--- config.mk ---
export PLATFORM = sky130hd
export DESIGN_NAME = mem_wb_stage_flat
export DESIGN_NICKNAME = d
export VERILOG_FILES = /design/src/rtl/mem_wb_stage_pkg.sv /design/src/rtl/mem_wb_stage_if.sv /design/src/rtl/mem_wb_stage_slice.sv /design/src/rtl/mem_wb_stage.sv /design/src/flat_wrapper.sv
export SDC_FILE = /design/constraint.sdc
export NUM_CORES = 1
export LEC_CHECK = 0
export CELL_PAD_IN_SITES_DETAIL_PLACEMENT = 1
export CELL_PAD_IN_SITES_GLOBAL_PLACEMENT = 2
export CORE_ASPECT_RATIO = 0.9
export CORE_MARGIN = 2
export CORE_UTILIZATION = 21
export DETAILED_ROUTE_END_ITERATION = 12
export HOLD_SLACK_MARGIN = 0.12
export PLACE_DENSITY = 0.87
export SLEW_MARGIN = 0
export SYNTH_ARGS = -nofsm -noshare
export SYNTH_HDL_FRONTEND = slang
export SYNTH_SLANG_ARGS = --single-unit
--- constraint.sdc ---
create_clock -name clk -period 2.1 [get_ports clk]
set_clock_uncertainty 0.15 [all_clocks]
set_input_delay 0.42 -clock clk [delete_from_list [all_inputs] [get_ports clk]]
set_output_delay 0.42 -clock clk [all_outputs]
set_load 0.005 [all_outputs]
--- src/rtl/mem_wb_stage_pkg.sv ---
// mem_wb_stage_pkg: shared MEM->WB widths, WB select codes, load sizes and pipeline payload
package mem_wb_stage_pkg;

    localparam int PC_BITS       = 32;
    localparam int REG_ADDR_BITS = 5;

    typedef enum logic [1:0] {
        WB_ALU = 2'd0,
        WB_MEM = 2'd1,
        WB_PC4 = 2'd2
    } wb_sel_e;

    localparam logic [1:0] LS_WORD = 2'd0;
    localparam logic [1:0] LS_HALF = 2'd1;
    localparam logic [1:0] LS_BYTE = 2'd2;

    // wb_sel stays a plain 2-bit field so the reserved code 3 can travel down the pipe
    typedef struct packed {
        logic                     reg_write;
        logic [1:0]               wb_sel;
        logic [PC_BITS-1:0]       read_data;
        logic [PC_BITS-1:0]       alu_out;
        logic [REG_ADDR_BITS-1:0] write_reg;
        logic [PC_BITS-1:0]       pc_plus_4;
        logic [1:0]               load_size;
        logic                     load_unsigned;
    } mem_wb_payload_t;

endpackage

--- src/rtl/mem_wb_stage_if.sv ---
// mem_wb_stage_if: MEM-side inputs and WB-side outputs of the MEM->WB pipeline register
// Load-extension inputs exist only when MEM_WB_LOAD_EXT_EN is defined.
interface mem_wb_stage_if #(
    parameter int DATA_W     = 32,
    parameter int REG_ADDR_W = 5,
    parameter int CNT_W      = 32
);
    logic                  stall;
    logic                  flush;
    logic                  valid_m;
    logic                  reg_write_m;
    logic [1:0]            mem_to_reg_m;
    logic [DATA_W-1:0]     read_data_m;
    logic [DATA_W-1:0]     alu_out_m;
    logic [REG_ADDR_W-1:0] write_reg_m;
    logic [DATA_W-1:0]     pc_plus_4m;
`ifdef MEM_WB_LOAD_EXT_EN
    logic [1:0]            load_size_m;
    logic                  load_unsigned_m;
`endif
    logic                  valid_wb;
    logic                  reg_write_wb;
    logic [1:0]            mem_to_reg_wb;
    logic [DATA_W-1:0]     read_data_wb;
    logic [DATA_W-1:0]     alu_out_wb;
    logic [REG_ADDR_W-1:0] write_reg_wb;
    logic [DATA_W-1:0]     pc_plus_4wb;
    logic [DATA_W-1:0]     wb_result;
    logic [CNT_W-1:0]      retire_cnt;

    modport master (
        output stall, flush, valid_m, reg_write_m, mem_to_reg_m, read_data_m, alu_out_m, write_reg_m, pc_plus_4m,
        input  valid_wb, reg_write_wb, mem_to_reg_wb, read_data_wb, alu_out_wb, write_reg_wb, pc_plus_4wb,
               wb_result, retire_cnt
`ifdef MEM_WB_LOAD_EXT_EN
        , output load_size_m, load_unsigned_m
`endif
    );

    modport slave (
        input  stall, flush, valid_m, reg_write_m, mem_to_reg_m, read_data_m, alu_out_m, write_reg_m, pc_plus_4m,
        output valid_wb, reg_write_wb, mem_to_reg_wb, read_data_wb, alu_out_wb, write_reg_wb, pc_plus_4wb,
               wb_result, retire_cnt
`ifdef MEM_WB_LOAD_EXT_EN
        , input load_size_m, load_unsigned_m
`endif
    );

endinterface

--- src/rtl/mem_wb_stage_slice.sv ---
// mem_wb_slice: one valid+payload register stage with reset, flush and stall
module mem_wb_slice
    import mem_wb_stage_pkg::*;
(
    input  logic            clk,
    input  logic            rst,
    input  logic            i_stall,
    input  logic            i_flush,
    input  logic            i_valid,
    input  mem_wb_payload_t i_payload,
    output logic            o_valid,
    output mem_wb_payload_t o_payload
);

    logic            r_valid;
    mem_wb_payload_t r_payload;

    // Reset clears everything, flush drops only valid, stall holds, otherwise capture upstream.
    always_ff @(posedge clk) begin
        if (rst) begin
            r_valid   <= 1'b0;
            r_payload <= '0;
        end else if (i_flush) begin
            r_valid <= 1'b0;
        end else if (!i_stall) begin
            r_valid   <= i_valid;
            r_payload <= i_payload;
        end
    end

    assign o_valid   = r_valid;
    assign o_payload = r_payload;

endmodule

--- src/rtl/mem_wb_stage.sv ---
// mem_wb_stage: parametrised MEM->WB pipeline register with WB result mux and retire counter
// Optional big-endian byte/half load extension is enabled by defining MEM_WB_LOAD_EXT_EN.
module mem_wb_stage
    import mem_wb_stage_pkg::*;
#(
    parameter int DATA_W     = PC_BITS,
    parameter int REG_ADDR_W = REG_ADDR_BITS,
    parameter int DEPTH      = 1,
    parameter int CNT_W      = 32
)(
    input logic           clk,
    input logic           rst,
    mem_wb_stage_if.slave bus
);

    if (DEPTH < 1 || DEPTH > 4) begin : g_bad_depth
        $error("mem_wb_stage: DEPTH=%0d outside 1..4", DEPTH);
    end
    if (DATA_W != PC_BITS || REG_ADDR_W != REG_ADDR_BITS) begin : g_bad_width
        $error("mem_wb_stage: DATA_W/REG_ADDR_W must match the shared payload widths");
    end

    logic              w_valid   [DEPTH+1];
    mem_wb_payload_t   w_payload [DEPTH+1];
    mem_wb_payload_t   w_last;
    logic [DATA_W-1:0] w_read_data;
    logic              w_reg_write;
    logic [CNT_W-1:0]  r_retire_cnt;

    assign w_valid[0]   = bus.valid_m;
    assign w_payload[0] = '{
        reg_write:     bus.reg_write_m,
        wb_sel:        bus.mem_to_reg_m,
        read_data:     bus.read_data_m,
        alu_out:       bus.alu_out_m,
        write_reg:     bus.write_reg_m,
        pc_plus_4:     bus.pc_plus_4m,
`ifdef MEM_WB_LOAD_EXT_EN
        load_size:     bus.load_size_m,
        load_unsigned: bus.load_unsigned_m
`else
        load_size:     LS_WORD,
        load_unsigned: 1'b0
`endif
    };

    for (genvar i = 0; i < DEPTH; i++) begin : g_slice
        mem_wb_slice u_slice (
            .clk       (clk),
            .rst       (rst),
            .i_stall   (bus.stall),
            .i_flush   (bus.flush),
            .i_valid   (w_valid[i]),
            .i_payload (w_payload[i]),
            .o_valid   (w_valid[i+1]),
            .o_payload (w_payload[i+1])
        );
    end

    assign w_last = w_payload[DEPTH];

`ifdef MEM_WB_LOAD_EXT_EN
    logic [7:0]  w_byte;
    logic [15:0] w_half;
    logic [1:0]  w_off;

    assign w_off  = w_last.alu_out[1:0];
    assign w_byte = w_off[1] ? (w_off[0] ? w_last.read_data[7:0] : w_last.read_data[15:8])
                             : (w_off[0] ? w_last.read_data[23:16] : w_last.read_data[31:24]);
    assign w_half = w_off[1] ? w_last.read_data[15:0] : w_last.read_data[31:16];

    // Pick the big-endian lane and extend; misaligned halves and words pass the raw word.
    always_comb begin
        w_read_data = w_last.read_data;
        if (w_last.load_size == LS_BYTE)
            w_read_data = {{(DATA_W-8){!w_last.load_unsigned & w_byte[7]}}, w_byte};
        else if (w_last.load_size == LS_HALF && !w_off[0])
            w_read_data = {{(DATA_W-16){!w_last.load_unsigned & w_half[15]}}, w_half};
    end
`else
    logic w_unused;

    assign w_unused    = ^{w_last.load_size, w_last.load_unsigned};
    assign w_read_data = w_last.read_data;
`endif

    assign w_reg_write = w_valid[DEPTH] & w_last.reg_write & (w_last.write_reg != '0);

    assign bus.valid_wb      = w_valid[DEPTH];
    assign bus.reg_write_wb  = w_reg_write;
    assign bus.mem_to_reg_wb = w_last.wb_sel;
    assign bus.read_data_wb  = w_read_data;
    assign bus.alu_out_wb    = w_last.alu_out;
    assign bus.write_reg_wb  = w_last.write_reg;
    assign bus.pc_plus_4wb   = w_last.pc_plus_4;
    assign bus.retire_cnt    = r_retire_cnt;

    // Select the value written back; the reserved code yields zero.
    always_comb begin
        bus.wb_result = w_last.wb_sel == WB_ALU ? w_last.alu_out :
                        w_last.wb_sel == WB_MEM ? w_read_data :
                        w_last.wb_sel == WB_PC4 ? w_last.pc_plus_4 : '0;
    end

    // Count a retirement when a register-writing instruction actually leaves the last slice.
    always_ff @(posedge clk) begin
        if (rst)
            r_retire_cnt <= '0;
        else if (!bus.flush && !bus.stall && w_reg_write)
            r_retire_cnt <= r_retire_cnt + CNT_W'(1);
    end

endmodule

--- src/flat_wrapper.sv ---
// flat-port wrapper written by rule: the top's interface ports become plain ports
module mem_wb_stage_flat import mem_wb_stage_pkg::*;
#(
    parameter int DATA_W     = PC_BITS,
    parameter int REG_ADDR_W = REG_ADDR_BITS,
    parameter int DEPTH      = 1,
    parameter int CNT_W      = 32
)
  (clk, rst, bus_stall, bus_flush, bus_valid_m, bus_reg_write_m, bus_mem_to_reg_m, bus_read_data_m, bus_alu_out_m, bus_write_reg_m, bus_pc_plus_4m, bus_valid_wb, bus_reg_write_wb, bus_mem_to_reg_wb, bus_read_data_wb, bus_alu_out_wb, bus_write_reg_wb, bus_pc_plus_4wb, bus_wb_result, bus_retire_cnt);
  mem_wb_stage_if #(.DATA_W(DATA_W), .REG_ADDR_W(REG_ADDR_W), .CNT_W(CNT_W)) bus_i ();
  input logic clk;
  input logic rst;
  input wire logic [$bits(bus_i.stall)-1:0] bus_stall;
  input wire logic [$bits(bus_i.flush)-1:0] bus_flush;
  input wire logic [$bits(bus_i.valid_m)-1:0] bus_valid_m;
  input wire logic [$bits(bus_i.reg_write_m)-1:0] bus_reg_write_m;
  input wire logic [$bits(bus_i.mem_to_reg_m)-1:0] bus_mem_to_reg_m;
  input wire logic [$bits(bus_i.read_data_m)-1:0] bus_read_data_m;
  input wire logic [$bits(bus_i.alu_out_m)-1:0] bus_alu_out_m;
  input wire logic [$bits(bus_i.write_reg_m)-1:0] bus_write_reg_m;
  input wire logic [$bits(bus_i.pc_plus_4m)-1:0] bus_pc_plus_4m;
  output wire logic [$bits(bus_i.valid_wb)-1:0] bus_valid_wb;
  output wire logic [$bits(bus_i.reg_write_wb)-1:0] bus_reg_write_wb;
  output wire logic [$bits(bus_i.mem_to_reg_wb)-1:0] bus_mem_to_reg_wb;
  output wire logic [$bits(bus_i.read_data_wb)-1:0] bus_read_data_wb;
  output wire logic [$bits(bus_i.alu_out_wb)-1:0] bus_alu_out_wb;
  output wire logic [$bits(bus_i.write_reg_wb)-1:0] bus_write_reg_wb;
  output wire logic [$bits(bus_i.pc_plus_4wb)-1:0] bus_pc_plus_4wb;
  output wire logic [$bits(bus_i.wb_result)-1:0] bus_wb_result;
  output wire logic [$bits(bus_i.retire_cnt)-1:0] bus_retire_cnt;
  assign bus_i.stall = bus_stall;
  assign bus_i.flush = bus_flush;
  assign bus_i.valid_m = bus_valid_m;
  assign bus_i.reg_write_m = bus_reg_write_m;
  assign bus_i.mem_to_reg_m = bus_mem_to_reg_m;
  assign bus_i.read_data_m = bus_read_data_m;
  assign bus_i.alu_out_m = bus_alu_out_m;
  assign bus_i.write_reg_m = bus_write_reg_m;
  assign bus_i.pc_plus_4m = bus_pc_plus_4m;
  assign bus_valid_wb = bus_i.valid_wb;
  assign bus_reg_write_wb = bus_i.reg_write_wb;
  assign bus_mem_to_reg_wb = bus_i.mem_to_reg_wb;
  assign bus_read_data_wb = bus_i.read_data_wb;
  assign bus_alu_out_wb = bus_i.alu_out_wb;
  assign bus_write_reg_wb = bus_i.write_reg_wb;
  assign bus_pc_plus_4wb = bus_i.pc_plus_4wb;
  assign bus_wb_result = bus_i.wb_result;
  assign bus_retire_cnt = bus_i.retire_cnt;
  mem_wb_stage #(.DATA_W(DATA_W), .REG_ADDR_W(REG_ADDR_W), .DEPTH(DEPTH), .CNT_W(CNT_W)) u_core (.clk(clk), .rst(rst), .bus(bus_i));
endmodule
# Yosys cells after proc, flatten, opt, wreduce, memory -nomap -nowiden
# Index checks and enable logic that the tools add are counted.
# word_totals
input_bits	109
output_inout_bits	169
regBits	137
wordCells	26
# classes
eq_ne	2
bitwise_logic	4
n_reduce_logical	8
n_addsub	1
n_mux	3
# op_table
op	n
32-bit 2-to-1 mux	3
32-bit by 1-bit adder with 32-bit output (second input constant)	1
5-bit nonzero test	1
1-bit AND	2
2-bit by 1-bit == test with 1-bit output (second input constant)	1
2-bit == test (second input constant)	1
1-bit logical AND	2
1-bit logical NOT	2
2-bit logical NOT	1
1-bit NOT	2
2-bit AND reduction	1
2-bit OR reduction	1

# Depth between registers and ports, before layout
# depth
ltp_word	4
ltp_mapped	6

# Hierarchy
# A second synthesis with hierarchy kept.
# hier_totals
cells_unflattened	784
hier_area_um2	6678.9
# modules_own_cells
mod	area_per_inst_um2	cells_per_inst	instances
mem_wb_slice	4495.6	491	1
mem_wb_stage	2183.3	293	1

# Worst setup path after synthesis
# Ideal clock, no wire load.
# synth_path
path_type	reg-to-reg
start	register u_core.r_retire_cnt[6], in the netlist u_core.bus.retire_cnt[6]
end	register u_core.r_retire_cnt[23], in the netlist u_core.bus.retire_cnt[23]
synth_period_minus_slack_ns	2.088
path_stages_with_launch	6
path_slack_ns	0.012
path_buffers	1
t_required_ns	1.829
arrival_time_ns	1.817
cell_sequence	dfxtp_1 -> nand4_1 -> or4_1 -> clkbuf_1 -> nor4_1 -> mux2_2
# synth_via
elab_chain_cells	1
# synth_lines
item	line_no	rtl
from (decl)	mem_wb_stage.sv:28	logic [CNT_W-1:0] r_retire_cnt;
from (signal assigned)	mem_wb_stage.sv:110	r_retire_cnt <= r_retire_cnt + CNT_W'(1);
32-bit by 1-bit adder with 32-bit output	mem_wb_stage.sv:110	
# Every way passes these cells.
# A chain may end at the register's enable or synchronous reset.

# Worst setup path after layout
# layout_path
start	register u_core.g_slice[0].u_slice.r_payload, in the netlist u_core.g_slice[0].u_slice.o_payload[35]
end	output port bus_reg_write_wb
# layout_via
elab_chain_cells	2
# layout_lines
item	line_no	rtl
from (decl)	mem_wb_stage_slice.sv:16	mem_wb_payload_t r_payload;
from (signal assigned)	mem_wb_stage_slice.sv:27	r_payload <= i_payload;
5-bit nonzero test	mem_wb_stage.sv:87	assign w_reg_write = w_valid[DEPTH] & w_last.reg_write & (w_last.write_reg != '0);
1-bit AND	mem_wb_stage.sv:87	
to (decl)	flat_wrapper.sv:23	output wire logic [$bits(bus_i.reg_write_wb)-1:0] bus_reg_write_wb;
# Every way passes these cells.

==> results.toml <==
[run_status]
outcome = "finished, violations left"
violations = "setup timing"

[finish]
final_cells = 1538
fin_util_pct = 35.6
nets = 1226
areaGrowthSynthToFinish_pct = 66.6
fillers = 3633
drive_above_1_share_pct = 23.6
stdcell_area_um2 = 11000
antenna_cells = 0

[placement]
placed_cells = 1462
place_congestion = 0.791
port_buffers = 277
dpl_worst_slack_ns = -0.478
dp_hpwl_mm = 18.5
postPlaceCellArea_um2 = 9630

[die]
std_cell_rows = 61
start_util_pct = 21.4
die_width_um = 191
die_h_um = 173
core-area_um2 = 31000
die_area_um2 = 33000
io_pins = 278

[synthesis]
synth_top_area_cell = "dfxtp_1"
synth.distinct_cells = 32
ys_seq_area_share_pct = 41.4
synth_warnings = 0
yosys-top-cells-area = "dfxtp_1 41%, nand2_1 14%, buf_4 12%, a21oi_1 9.1%, mux2i_1 5.1%"
netlist_area_um2 = 6630
syn_inst = 863
yosysTopAreaCellShare_pct = 41.4
syn_area_per_cell_um2 = 7.68
synth_nets = 973
ys_seq_elements = 137

[clock_network]
path_clk_slew_ns = 0.06
htree_levels = 4
clock-root-buffer = "clkbuf_16"
cts_tree = "built"
ctsHoldBuffers = 0
cts_made_buffers = 17
cts_sinks = 137
clkLatencyLatePin_ns = 0.43
clk_path_buf_depth = 2

[worst_setup_path]
cp-start-kind = "flop"
crit_type = "flop to primary output"
crit_arrival_ns = 1.68
required_ns = 1.53
end_kind = "primary output"
cp_top_family = "simple AND/OR/NAND/NOR gates"
slowest_stage = "or4_4"
r2r_setup_slack_ns = 0
crit_fanout = 2
critical_path.max_stage_delay_ns = 0.59
critPathBufInv = 1
path_cells = "or4_4 > o211a_1 > buf_2"

[timing]
rsz0062_at_grt = "true"
fin_crit_sh_pct = 107
max_freq_ghz = 0.444
min_period_ns = 2.25
layout_setup_ws_ns = -0.152
worstMarginPinSlew_ns = 0.530
hold_ws_ns = 0.320
hold_viol = 0
finalMaxSlewViolations = 0
slew_headroom_pct = 64.7
setup-tns-final_ns = -2.58
setup_violations = 34

[flow_run]
maxCapViolations = 0

[grt]
antenna_found_initial = 1
overflow = 0
grt_use_total_pct = 16.1
grt_max_degree = 51
grt_pass1_wl_mm = 40.9
grt_pass1_vias = 6999

[detailed_routing]
ant_nets = 0
dr.pass1.iters = 4
post-route-drc-count = 0
viasPerCell = 4.37
drt_iter0_drc = 243
wl_per_cell_um = 17.6
vias = 6717
wl_mm = 27.1

[pwr]
vdd_ir_drop_max_v = 0.000530
fin_total_pwr_mw = 6.89
p_per_area_nw_per_um2 = 624
p_leak_nw = 4.14

[hold_path]
hold_class = "primary input to flop"
[cells in the mapped netlist, drive strengths merged]
library cell	count
mux2i	34
a21oi	120
o21ai	39
o211a	1
nor2	20
nand3	7
nor4	8
o21bai	1
o211ai	2
or3	6
o31ai	10
or2	3
ha	1
nor3	6
xor2	1
and4	1
dfxtp	137
xnor2	1
inv	9
buf	115
nand4	7
nor4bb	1
clkbuf	44
mux2	13
nand2	250
or4	14
nor2b	11
and2	1
[registers in the layout, summed over array words and instances, names as in the netlist]
name	cells
u_core.bus.retire_cnt	32
u_core.g_slice.u_slice.o_payload	104
u_core.g_slice.u_slice.o_valid	1
[power by group]
part	internal [mW]	switching [mW]	total, mW
sequential	2.69	0.0858	2.78
clock	1.90	1.22	3.12
combinational	0.583	0.410	0.993
total	5.17	1.72	6.89
[final cells by class]
cell class | instances | area (um2) | share of cell area (%)
Multi-Input combinational cell | 559 | 3220 | 29.2
Clock inverter | 11 | 148 | 1.34
Inverter | 9 | 33.8 | 0.306
Sequential cell | 137 | 2760 | 25.0
Timing Repair Buffer | 392 | 3920 | 35.5
Tap cell | 409 | 512 | 4.63
Clock buffer | 21 | 450 | 4.08
[cells by family (layout without fill, tap and decap cells)]
family                   count (synthesis)  in the layout  synth area share, %
multiplexers                            47             47                 7.34
AO/OA/AOI/OAI                          173            174                 13.7
buffers and inverters                  168            433                 15.4
flip-flops                             137            137                 41.4
XOR/XNOR                                 2              2                0.264
adder cells (fa/ha/maj)                  1              1                0.189
AND/OR/NAND/NOR                        335            335                 21.7
[cells in the final DEF, fill, tap and decap left out, types with 8 or more instances in the layout]
master | synthesis | layout
clkdlybuf4s50_1 | 0 | 239
nand2_1 | 250 | 235
dfxtp_1 | 137 | 131
a21oi_1 | 120 | 113
buf_4 | 103 | 73
buf_2 | 3 | 33
mux2i_1 | 34 | 30
o21ai_1 | 0 | 23
buf_12 | 0 | 23
nor2_1 | 20 | 19
clkbuf_16 | 0 | 18
buf_6 | 0 | 13
mux2_2 | 13 | 12
nand2_2 | 0 | 11
nor2b_1 | 11 | 10
o21ai_2 | 0 | 9
inv_1 | 9 | 9
or4_4 | 0 | 8
[path summary, 6_finish.rpt]
check                                           startpoint                                        to  cells after the start
hold / removal                                         rst                  u_core.bus.retire_cnt[1]                      2
setup reg to reg                  u_core.bus.retire_cnt[2]                 u_core.bus.retire_cnt[24]                      8
hold reg to reg   u_core.g_slice[0].u_slice.o_payload[106]  u_core.g_slice[0].u_slice.o_payload[106]                      2
setup / recovery   u_core.g_slice[0].u_slice.o_payload[35]                          bus_reg_write_wb                      3
[what timing repair did]
item	4_1_cts	5_1_grt
endpoints found under the setup margin	61	63
pin swaps	17	18
gates cloned	6	1
gates resized for setup	208	74
buffers inserted	23	18
hold endpoints to repair	0	0
[per-layer routing]
metal  track usage (%)  vias to the layer above  wire length (um)
li1                  -                     3279                 -
met1              20.2                     3218             12100
met2              27.2                      191             13000
met3              4.16                       27              1580
met4              4.68                        2               444
met5                 0                        -                16
Note: power is estimated with default switching activity, not from simulation.
